<file path="config.mk">
export PLATFORM = sky130hd
export DESIGN_NAME = pipe_hazard_ctrl
export DESIGN_NICKNAME = d
export VERILOG_FILES = /design/src/rtl/pipe_ctrl_pkg.sv /design/src/rtl/pipe_hazard_detect.sv /design/src/rtl/pipe_hazard_ctrl.sv
export SDC_FILE = /design/constraint.sdc
export NUM_CORES = 1
export LEC_CHECK = 0
export ABC_AREA = 1
export CORE_MARGIN = 2
export CORE_UTILIZATION = 32
export DETAILED_ROUTE_END_ITERATION = 8
export HOLD_SLACK_MARGIN = 0.1
export PLACE_DENSITY = 0.79
export SLEW_MARGIN = 20
export SYNTH_ARGS = -nofsm -noshare
export SYNTH_HDL_FRONTEND = slang
export SYNTH_SLANG_ARGS = --single-unit
</file>
<file path="constraint.sdc">
create_clock -name clock -period 1.2 [get_ports clock]
set_clock_uncertainty 0.1 [all_clocks]
set_input_delay 0.24 -clock clock [delete_from_list [all_inputs] [get_ports clock]]
set_output_delay 0.24 -clock clock [all_outputs]
set_load 0.05 [all_outputs]
</file>
<file path="src/rtl/pipe_ctrl_pkg.sv">
// Shared types and constants for the pipeline sequencing controller.
// Optional perf counters in pipe_hazard_ctrl are enabled by PIPE_CTRL_PERF_EN.
package pipe_ctrl_pkg;

  localparam int unsigned STATE_W         = 2;
  localparam int unsigned FCNT_W          = 2;
  localparam int unsigned FLUSH_DEPTH_MIN = 1;
  localparam int unsigned FLUSH_DEPTH_MAX = 3;

  typedef enum logic [STATE_W-1:0] {
    RUN   = 2'd0,
    FLUSH = 2'd1,
    HALT  = 2'd2
  } pipe_state_e;

endpackage

</file>
<file path="src/rtl/pipe_hazard_detect.sv">
// Combinational load-use detector: an ID source matches the destination of a load in EX.
module pipe_hazard_detect #(
  parameter int unsigned REG_AW = 3
) (
  input  logic [REG_AW-1:0] id_rs,
  input  logic [REG_AW-1:0] id_rt,
  input  logic              id_rs_valid,
  input  logic              id_rt_valid,
  input  logic              ex_load,
  input  logic [REG_AW-1:0] ex_rd,
  output logic              load_use
);

  assign load_use = ex_load & ((id_rs_valid & (id_rs == ex_rd)) |
                               (id_rt_valid & (id_rt == ex_rd)));

endmodule

</file>
<file path="src/rtl/pipe_hazard_ctrl.sv">
// Pipeline sequencing controller: stalls, squashes, memory freezes and HLT draining.
// Define PIPE_CTRL_PERF_EN to add the stall_cnt / flush_cnt performance counters.
module pipe_hazard_ctrl
  import pipe_ctrl_pkg::*;
#(
  parameter int unsigned REG_AW      = 3,
  parameter int unsigned FLUSH_DEPTH = 2
`ifdef PIPE_CTRL_PERF_EN
  ,
  parameter int unsigned PERF_W      = 16
`endif
) (
  input  logic               clock,
  input  logic               reset,
  input  logic [REG_AW-1:0]  id_rs,
  input  logic [REG_AW-1:0]  id_rt,
  input  logic               id_rs_valid,
  input  logic               id_rt_valid,
  input  logic               ex_load,
  input  logic [REG_AW-1:0]  ex_rd,
  input  logic               ex_branch_taken,
  input  logic               mem_req,
  input  logic               mem_ack,
  input  logic               halt_in,
  input  logic               resume,
  output logic               pc_we,
  output logic               ifid_we,
  output logic               idex_we,
  output logic               exmem_we,
  output logic               ifid_flush,
  output logic               idex_bubble,
  output logic               halted,
  output logic [STATE_W-1:0] state
`ifdef PIPE_CTRL_PERF_EN
  ,
  output logic [PERF_W-1:0]  stall_cnt,
  output logic [PERF_W-1:0]  flush_cnt
`endif
);

  localparam logic [FCNT_W-1:0] FCNT_RELOAD = FCNT_W'(FLUSH_DEPTH - 1);
  localparam bit                MULTI_FLUSH = (FLUSH_DEPTH > FLUSH_DEPTH_MIN);

  pipe_state_e       state_q, state_d;
  logic [FCNT_W-1:0] fcnt_q, fcnt_d;
  logic              freeze, load_use;
  logic pc_we_c, ifid_we_c, idex_we_c, exmem_we_c, ifid_flush_c, idex_bubble_c, halted_c;

  assign freeze = mem_req & ~mem_ack;

  pipe_hazard_detect #(.REG_AW(REG_AW)) u_detect (
    .id_rs       (id_rs),
    .id_rt       (id_rt),
    .id_rs_valid (id_rs_valid),
    .id_rt_valid (id_rt_valid),
    .ex_load     (ex_load),
    .ex_rd       (ex_rd),
    .load_use    (load_use)
  );

  // State register and flush down-counter
  always_ff @(posedge clock or negedge reset) begin
    if (!reset) begin
      state_q <= RUN;
      fcnt_q  <= '0;
    end else begin
      state_q <= state_d;
      fcnt_q  <= fcnt_d;
    end
  end

  // Next state and Mealy controls; a taken branch from HALT behaves like one from RUN
  always_comb begin
    state_d       = state_q;
    fcnt_d        = fcnt_q;
    pc_we_c       = 1'b1;
    ifid_we_c     = 1'b1;
    idex_we_c     = 1'b1;
    exmem_we_c    = 1'b1;
    ifid_flush_c  = 1'b0;
    idex_bubble_c = 1'b0;
    halted_c      = 1'b0;
    if (freeze) begin
      pc_we_c    = 1'b0;
      ifid_we_c  = 1'b0;
      idex_we_c  = 1'b0;
      exmem_we_c = 1'b0;
      halted_c   = (state_q == HALT);
    end else begin
      case (state_q)
        RUN, HALT: begin
          if (ex_branch_taken) begin
            ifid_flush_c  = 1'b1;
            idex_bubble_c = 1'b1;
            if (MULTI_FLUSH) begin
              state_d = FLUSH;
              fcnt_d  = FCNT_RELOAD;
            end else begin
              state_d = RUN;
            end
          end else if (state_q == HALT) begin
            pc_we_c       = 1'b0;
            ifid_we_c     = 1'b0;
            idex_bubble_c = 1'b1;
            halted_c      = 1'b1;
            if (resume) state_d = RUN;
          end else if (load_use) begin
            pc_we_c       = 1'b0;
            ifid_we_c     = 1'b0;
            idex_bubble_c = 1'b1;
          end else if (halt_in) begin
            pc_we_c       = 1'b0;
            ifid_we_c     = 1'b0;
            idex_bubble_c = 1'b1;
            state_d       = HALT;
          end
        end
        FLUSH: begin
          ifid_flush_c  = 1'b1;
          idex_bubble_c = 1'b1;
          if (ex_branch_taken) begin
            fcnt_d = FCNT_RELOAD;
          end else begin
            fcnt_d = fcnt_q - FCNT_W'(1);
            if (fcnt_q == FCNT_W'(1)) state_d = RUN;
          end
        end
        default: begin
          state_d = RUN;
          fcnt_d  = '0;
        end
      endcase
    end
  end

  // Everything reads 0 while reset is held
  assign pc_we       = reset & pc_we_c;
  assign ifid_we     = reset & ifid_we_c;
  assign idex_we     = reset & idex_we_c;
  assign exmem_we    = reset & exmem_we_c;
  assign ifid_flush  = reset & ifid_flush_c;
  assign idex_bubble = reset & idex_bubble_c;
  assign halted      = reset & halted_c;
  assign state       = state_q;

`ifdef PIPE_CTRL_PERF_EN
  logic stall_inc, flush_inc;

  assign stall_inc = freeze | ((state_q == RUN) & ~ex_branch_taken & load_use);
  assign flush_inc = ~freeze & ((state_q == FLUSH) | ex_branch_taken);

  // Saturating performance counters
  always_ff @(posedge clock or negedge reset) begin
    if (!reset) begin
      stall_cnt <= '0;
      flush_cnt <= '0;
    end else begin
      if (stall_inc && (stall_cnt != '1)) stall_cnt <= stall_cnt + PERF_W'(1);
      if (flush_inc && (flush_cnt != '1)) flush_cnt <= flush_cnt + PERF_W'(1);
    end
  end
`endif

endmodule

</file>
==> results by group, run 1 <==
Placement
  • I/O Buffers: 27
  • Place WS: -0.809 ns
  • Final GP Congestion: just over 0.8
  • Post-DP HPWL: roughly 1300 um

Detailed routing
  • Drt total wl: 2420 um
  • Drt drc: 0
  • Initial drt markers: 12
  • TritonRoute pass-1 iters: 4
  • Drt wl/cell: ~16 um
  • Vias/cell: just over 5
  • Routed via count: 766
  • Routed Antenna Nets: 0

Worst setup path
  • Crit-path cells: buf_2, inv_1, nand2_1, nand2_1, nor2_1, nand2_1, nand2_2, nand2_4, nand2_4, a21boi_4, buf_12
  • Register-to-Register Path Depth: 8
  • R2r endpoint: state[0]
  • Crit path capture type: output port
  • Startpoint type of the worst setup path: input pin
  • CP Max Fanout: 3
  • CP peak stage delay: ~0.22 ns
  • Top cell by count, worst path: nand2_1
  • Critical R2R Launch: state[0]
  • Critical Path RT: 0.86 ns
  • Slowest stage cell, crit path: a21boi_4
  • Crit path DAT: 1.32 ns
  • Critical path class: in -> out
  • Worst R2R Setup Slack: -0.33 ns

Finish
  • Share of cells above drive strength 1: 65.0%
  • # fillers: 56
  • Final net count: 158
  • Antenna diodes: 0
  • Area Overhead vs Synth: 157%
  • Final Util: 91.0%

Timing
  • Relative slew margins: 75.5%
  • Post-route setup slack: -0.459 ns
  • Final setup violating endpoints: 13
  • Hold_ws: 0.407 ns
  • Slew Limit Fails: 0
  • RSZ-0062 raised after global routing: yes
  • Worst-Margin Slew: 0.368 ns
  • Hold Vio Cnt, Final: 0
  • Fmax achieved: roughly 600 MHz
  • Post-layout minimum cycle time: 1.66 ns
  • Final period util: 138%

Synthesis
  • Synth area leaders: nand2_1, dfrtp_1, inv_1
  • Post-synth top area share: 21.2%
  • Mapped Cells: 82
  • Distinct cells, synth: 21
  • Register area share after synthesis: 20.9%
  • Syn Area/Cell: 5.83 um2
  • Synth warn: 0
  • Yosys top cell by area: nand2_1
  • Synthesized cell area: 478 um2
  • Synthesis-stage register bit count: 4
  • Synthesized net count: a little over 100

Power and ir drop
  • Leakage power: between 0.6 and 0.7 nW
  • Clock power share: around a tenth
  • Switching share of power: 45.9%
  • Sw Pwr: 883 uW
  • Internal power: 1.04 mW
  • Sequential power share: 14.1%
  • Comb power frac: 76.4%
  • Tot Pwr: 1.92 mW
  • Max IR drop VDD: 0.00113 V
  • Pwr/cell area: between 1500 and 2000 nW/um2

Flow run
  • Max-cap violation count: 0

Die
  • Die area: roughly 1800 um2
  • Die width: 42.6 um
  • Chip height: 42.6 um
  • CORE AREA: 1350 um2
  • Row cnt: 13
  • Ports: 28
  • Initial Util: 35.4%

Clocking
  • CTS tree: yes
  • Clk_lat worst skew: 0.24 ns
  • CTS sink cnt: 4
  • Inserted Clock Buffers: 3
  • CTS Root Cell: clkbuf_4
  • Worst-path clk slew: ~0.040 ns
  • Clock Path Buffers: 2
  • H-tree depth: 1

Hold path
  • Hold endpoint: state[0]
  • Hold_sp: ex_load
  • Worst Hold Depth: 5
  • Hold/Removal Path Class: in -> reg

GRT
  • Largest net degree at the start of global routing: 6
  • Initial antenna violation count: 0
  • Total Routing Usage GR: 23.3%
  • Vias in the first global route: 717
  • Congestion Overflow GR: 0
  • Global-route wire length before repair: 3110 um

Run status
  • Failing checks: negative setup slack
  • Status: finished with violations
cell type report:
type / count / area (um2) / area share [%]
clock buffers: 4 / 26.3 / 2.14
flip-flops and latches: 4 / 103 / 8.35
well taps: 15 / 18.8 / 1.53
inverters: 18 / 75.1 / 6.11
multi-input cells: 58 / 429 / 34.9
repair buffers: 53 / 577 / 46.9
synth_stat cells, drive strengths merged:
cell	n
nand2	30
inv	18
nor2	13
dfrtp	4
nand3	3
a21oi	2
buf	2
nor3	2
o21ai	2
a2111oi	1
a21boi	1
a31oi	1
ha	1
nand4	1
o311ai	1
how the worst max path moves through the flow:
stage / from / endpoint / slack [ns] / cells after the start
finish: id_rs[1] / pc_we / -0.46 / 11
detailed placement: ex_rd[0] / ifid_we / -0.81 / 10
floorplan: state[0] / pc_we / -0.53 / 5
CTS: state[1] / ifid_we / -0.43 / 4
global placement: ex_rd[1] / ifid_we / -0.74 / 10
global route: state[1] / pc_we / -0.49 / 4
timing repair:
item / in CTS / in global routing
setup endpoints to repair: 13 / 13
cloned: 0 / 0
hold buffers: 1 / 0
gates resized for setup: 64 / 34
hold endpoints to repair: 4 / 0
pin swaps: 23 / 21
buffers inserted: 10 / 5
worst max-delay path: cells and delay by family:
family	cells	cell delay [ns]
compound gates	1	0.22
buf+inv	3	0.35
simple gates	7	0.50
sequential cells by signal, summed over array words and instances (netlist names):
| name | count |
|---|---|
| state | 2 |
| fcnt_q | 2 |
cell families (layout without fill, tap and decap cells):
logic type	count (synthesis)	in the layout	synth area share, %
DFF	4	4	20.9
buffers and inverters	20	75	17.8
and+or+nand+nor	49	49	47.9
adders and majority gates	1	1	2.62
AOI/OAI and AO/OA	8	8	10.7
placed cells by master (no fill, tap or decap), types with 2 or more instances in the layout:
cell / synthesis / final
dlygate4sd2_1: 0 / 2
clkdlybuf4s15_1: 0 / 3
inv_1: 16 / 5
buf_6: 0 / 13
buf_4: 2 / 16
inv_2: 1 / 12
o21ai_1: 0 / 2
buf_2: 0 / 5
nand2_4: 2 / 5
nor2_4: 0 / 5
dfrtp_1: 4 / 2
buf_12: 0 / 10
nand2_1: 27 / 19
nand3_1: 3 / 2
nor2_2: 1 / 2
nand2_2: 1 / 6
clkbuf_4: 0 / 3
nor2_1: 12 / 6
dfrtp_2: 0 / 2
metrics by stage:
step | instances | area, um2 | TNS, ns
floorplan | 82 | 549 | -2.73
global placement | 135 | 1000 | -6.42
detailed placement | 135 | 1000 | -6.69
CTS | 148 | 1110 | -3.26
global route | 152 | 1230 | -4.50
finish | 152 | 1230 | -3.87
power groups by stage:
stage	clock [mW]	combinational [mW]	sequential [mW]
floorplan	0	0.482	0.358
global placement	0	1.05	0.271
detailed placement	0	1.08	0.275
CTS	0.197	1.25	0.266
global route	0.209	1.54	0.278
finish	0.183	1.47	0.271
per-layer routing:
| layer | track usage, % | up-vias | part of all wire (%) |
|---|---|---|---|
| met1 | 25.3 | 360 | 38 |
| met3 | 3.02 | 12 | 2.9 |
| li1 | - | 360 | - |
| met2 | 42.4 | 34 | 54 |
| met4 | 13.1 | 0 | 4.8 |
| met5 | 0 | - | 0 |
Power figures use the tool's default switching activity.
==> run 2, diff against run 1 <==
CORE_UTILIZATION = 34   (was 32)
CTS_BUF_LIST = sky130_fd_sc_hd__clkbuf_4   (was not set)
PLACE_DENSITY = 0.82   (was 0.79)
==> results by group, run 2 (synthesized netlist as in run 1, its figures left out) <==
Detailed routing
  • Top Layer Used: met4
  • Met3 WL post-DR: 159 um
  • TritonRoute pass-1 iters: 4
  • Routed Antenna Nets: 0
  • Initial drt markers: between 40 and 50
  • Drt wl/cell: 18.6 um
  • Drt drc: 0
  • Post-Route M1 WL: 1010 um
  • Vias/cell: 5.43
  • Metal2 WL: approximately 1500 um
  • Drt total wl: around 2900 um
  • Routed via count: 836

Die
  • Die area: ~1700 um2
  • Row cnt: 13
  • Die width: 41.5 um
  • Ports: 28
  • Chip height: between 40 and 50 um
  • CORE AREA: 1300 um2
  • Initial Util: 36.7%

Finish
  • Area Overhead vs Synth: 147%
  • Commonest non-fill, non-tap cells in the layout: nand2_1, buf_4, inv_1
  • Commonest non-fill, non-tap cell in the layout: nand2_1
  • # fillers: 58
  • Antenna diodes: 0
  • Final net count: 160
  • Post-route design area: 1180 um2
  • Share of cells above drive strength 1: 57.6%
  • FF/Latch Area: between 100 and 150 um2
  • Area of the multi-input gates: a little over 400 um2

Clocking
  • CTS sink cnt: 4
  • H-tree depth: 1
  • CTS tree: yes
  • CTS Root Cell: clkbuf_4
  • Clk_lat worst skew: ~0.23 ns
  • Worst-path clk slew: 0.04 ns
  • Clock Path Buffers: 2
  • Inserted Clock Buffers: 3

Power and ir drop
  • Max IR drop VDD: between 0.001 and 0.0015 V
  • Sw Pwr: 929 uW
  • Leakage power: 0.628 nW
  • Sequential power share: 14.4%
  • Switching share of power: 47.1%
  • Clock power share: roughly a tenth
  • Pwr/cell area: 1670 nW/um2
  • Internal power: around 1.0 mW
  • Comb power frac: approximately 75%

Placement
  • Post-DP Area: 1020 um2
  • I/O Buffers: 27
  • Post-DP HPWL: 1220 um
  • Final GP Congestion: between 0.8 and 0.9

GRT
  • Congestion Overflow GR: 0
  • Largest net degree at the start of global routing: 6
  • Initial antenna violation count: 0
  • Global-route wire length before repair: 3130 um
  • Vias in the first global route: ~760
  • Total Routing Usage GR: between 20 and 25%

Worst setup path
  • Register-to-Register Path Depth: 5
  • Critical path class: in -> out
  • Crit path DAT: ~1.4 ns
  • CP Max Fanout: 4
  • Startpoint type of the worst setup path: input pin
  • Critical Path RT: 0.86 ns
  • Crit path capture type: output port

Timing
  • Hold Vio Cnt, Final: 0
  • Post-route setup slack: -0.500 ns
  • Relative slew margins: 73.0%
  • Worst-Margin Slew: around 0.4 ns
  • Fmax achieved: 588 MHz
  • Final setup violating endpoints: 13
  • Fin Setup TNS: -4.38 ns
  • Final period util: 142%
  • RSZ-0062 raised after global routing: yes
  • Slew Limit Fails: 0
  • Post-layout minimum cycle time: 1.70 ns

Hold path
  • Hold/Removal Path Class: in -> async

Run status
  • Failing checks: negative setup slack
  • Status: finished with violations

Flow run
  • Max-cap violation count: 0
-- run 2: cell count changes in the layout (fill, tap and decap cells not counted), sizes merged --
cell and change:
clkdlybuf4s15 -2, buf +1, clkdlybuf4s50 +1, dlymetal6s2s -1
dlygate4sd2 +3
-- run 2: path summary, 6_finish.rpt --
check	from	to	slack, ns
max in group asynchronous	reset	state[1]	0.40
setup reg to reg	state[0]	fcnt_q[0]	-0.40
hold / removal	reset	state[0]	0.49
setup / recovery	ex_rd[0]	idex_bubble	-0.50
hold reg to reg	fcnt_q[1]	fcnt_q[1]	0.51
min in group clock	fcnt_q[1]	fcnt_q[1]	0.51
-- run 2: area by class of cell --
type,instances,share of cell area (%)
sequential,4,8.69
multi-input combinational,58,34.9
timing repair buffer,55,46.0
clock buffer,4,2.54
tap,15,1.59
inverter,18,6.36
-- run 2: power by group through the flow --
stage / registers, mW / logic, mW / clock network (mW)
global route: 0.290 / 1.54 / 0.212
detailed placement: 0.272 / 1.09 / 0
finish: 0.285 / 1.48 / 0.204
floorplan: 0.358 / 0.482 / 0
CTS: 0.272 / 1.21 / 0.206
global placement: 0.267 / 1.07 / 0
-- run 2: per-layer routing --
| metal | global-route usage (%) | up-vias |
|---|---|---|
| met5 | 0 | - |
| met4 | 9.68 | 0 |
| met3 | 2.61 | 20 |
| met2 | 43.4 | 51 |
| met1 | 23.5 | 399 |
| li1 | - | 366 |
-- run 2: timing repair --
action,CTS,global route
resized for setup,61,12
endpoints found under the hold margin,4,0
endpoints found under the setup margin,13,13
setup buffers,5,9
pin swaps,26,13
hold buffers,1,0
-- run 2: metrics by stage --
stage	hold WS (ns)	utilization, %	worst slack [ns]	cells	power [mW]
4_1_cts	0.460	83.8	-0.437	146	1.69
3_5_place_dp	0.448	78.3	-0.823	137	1.36
2_1_floorplan	-0.156	-	-0.533	82	0.841
6_report	0.492	90.8	-0.500	154	1.97
3_3_place_gp	0.420	78.3	-0.742	137	1.34
5_1_grt	0.518	90.8	-0.528	154	2.04
-- run 2: critical path, stage by stage --
cell and delay, ns:
buf_2 0.14, inv_1 0.05, nand2_1 0.07, nand2_1 0.07, nor2_1 0.16, nand2_1 0.10, nand2_2 0.10, nand2_4 0.09
a31oi_4 0.19, buf_12 0.15
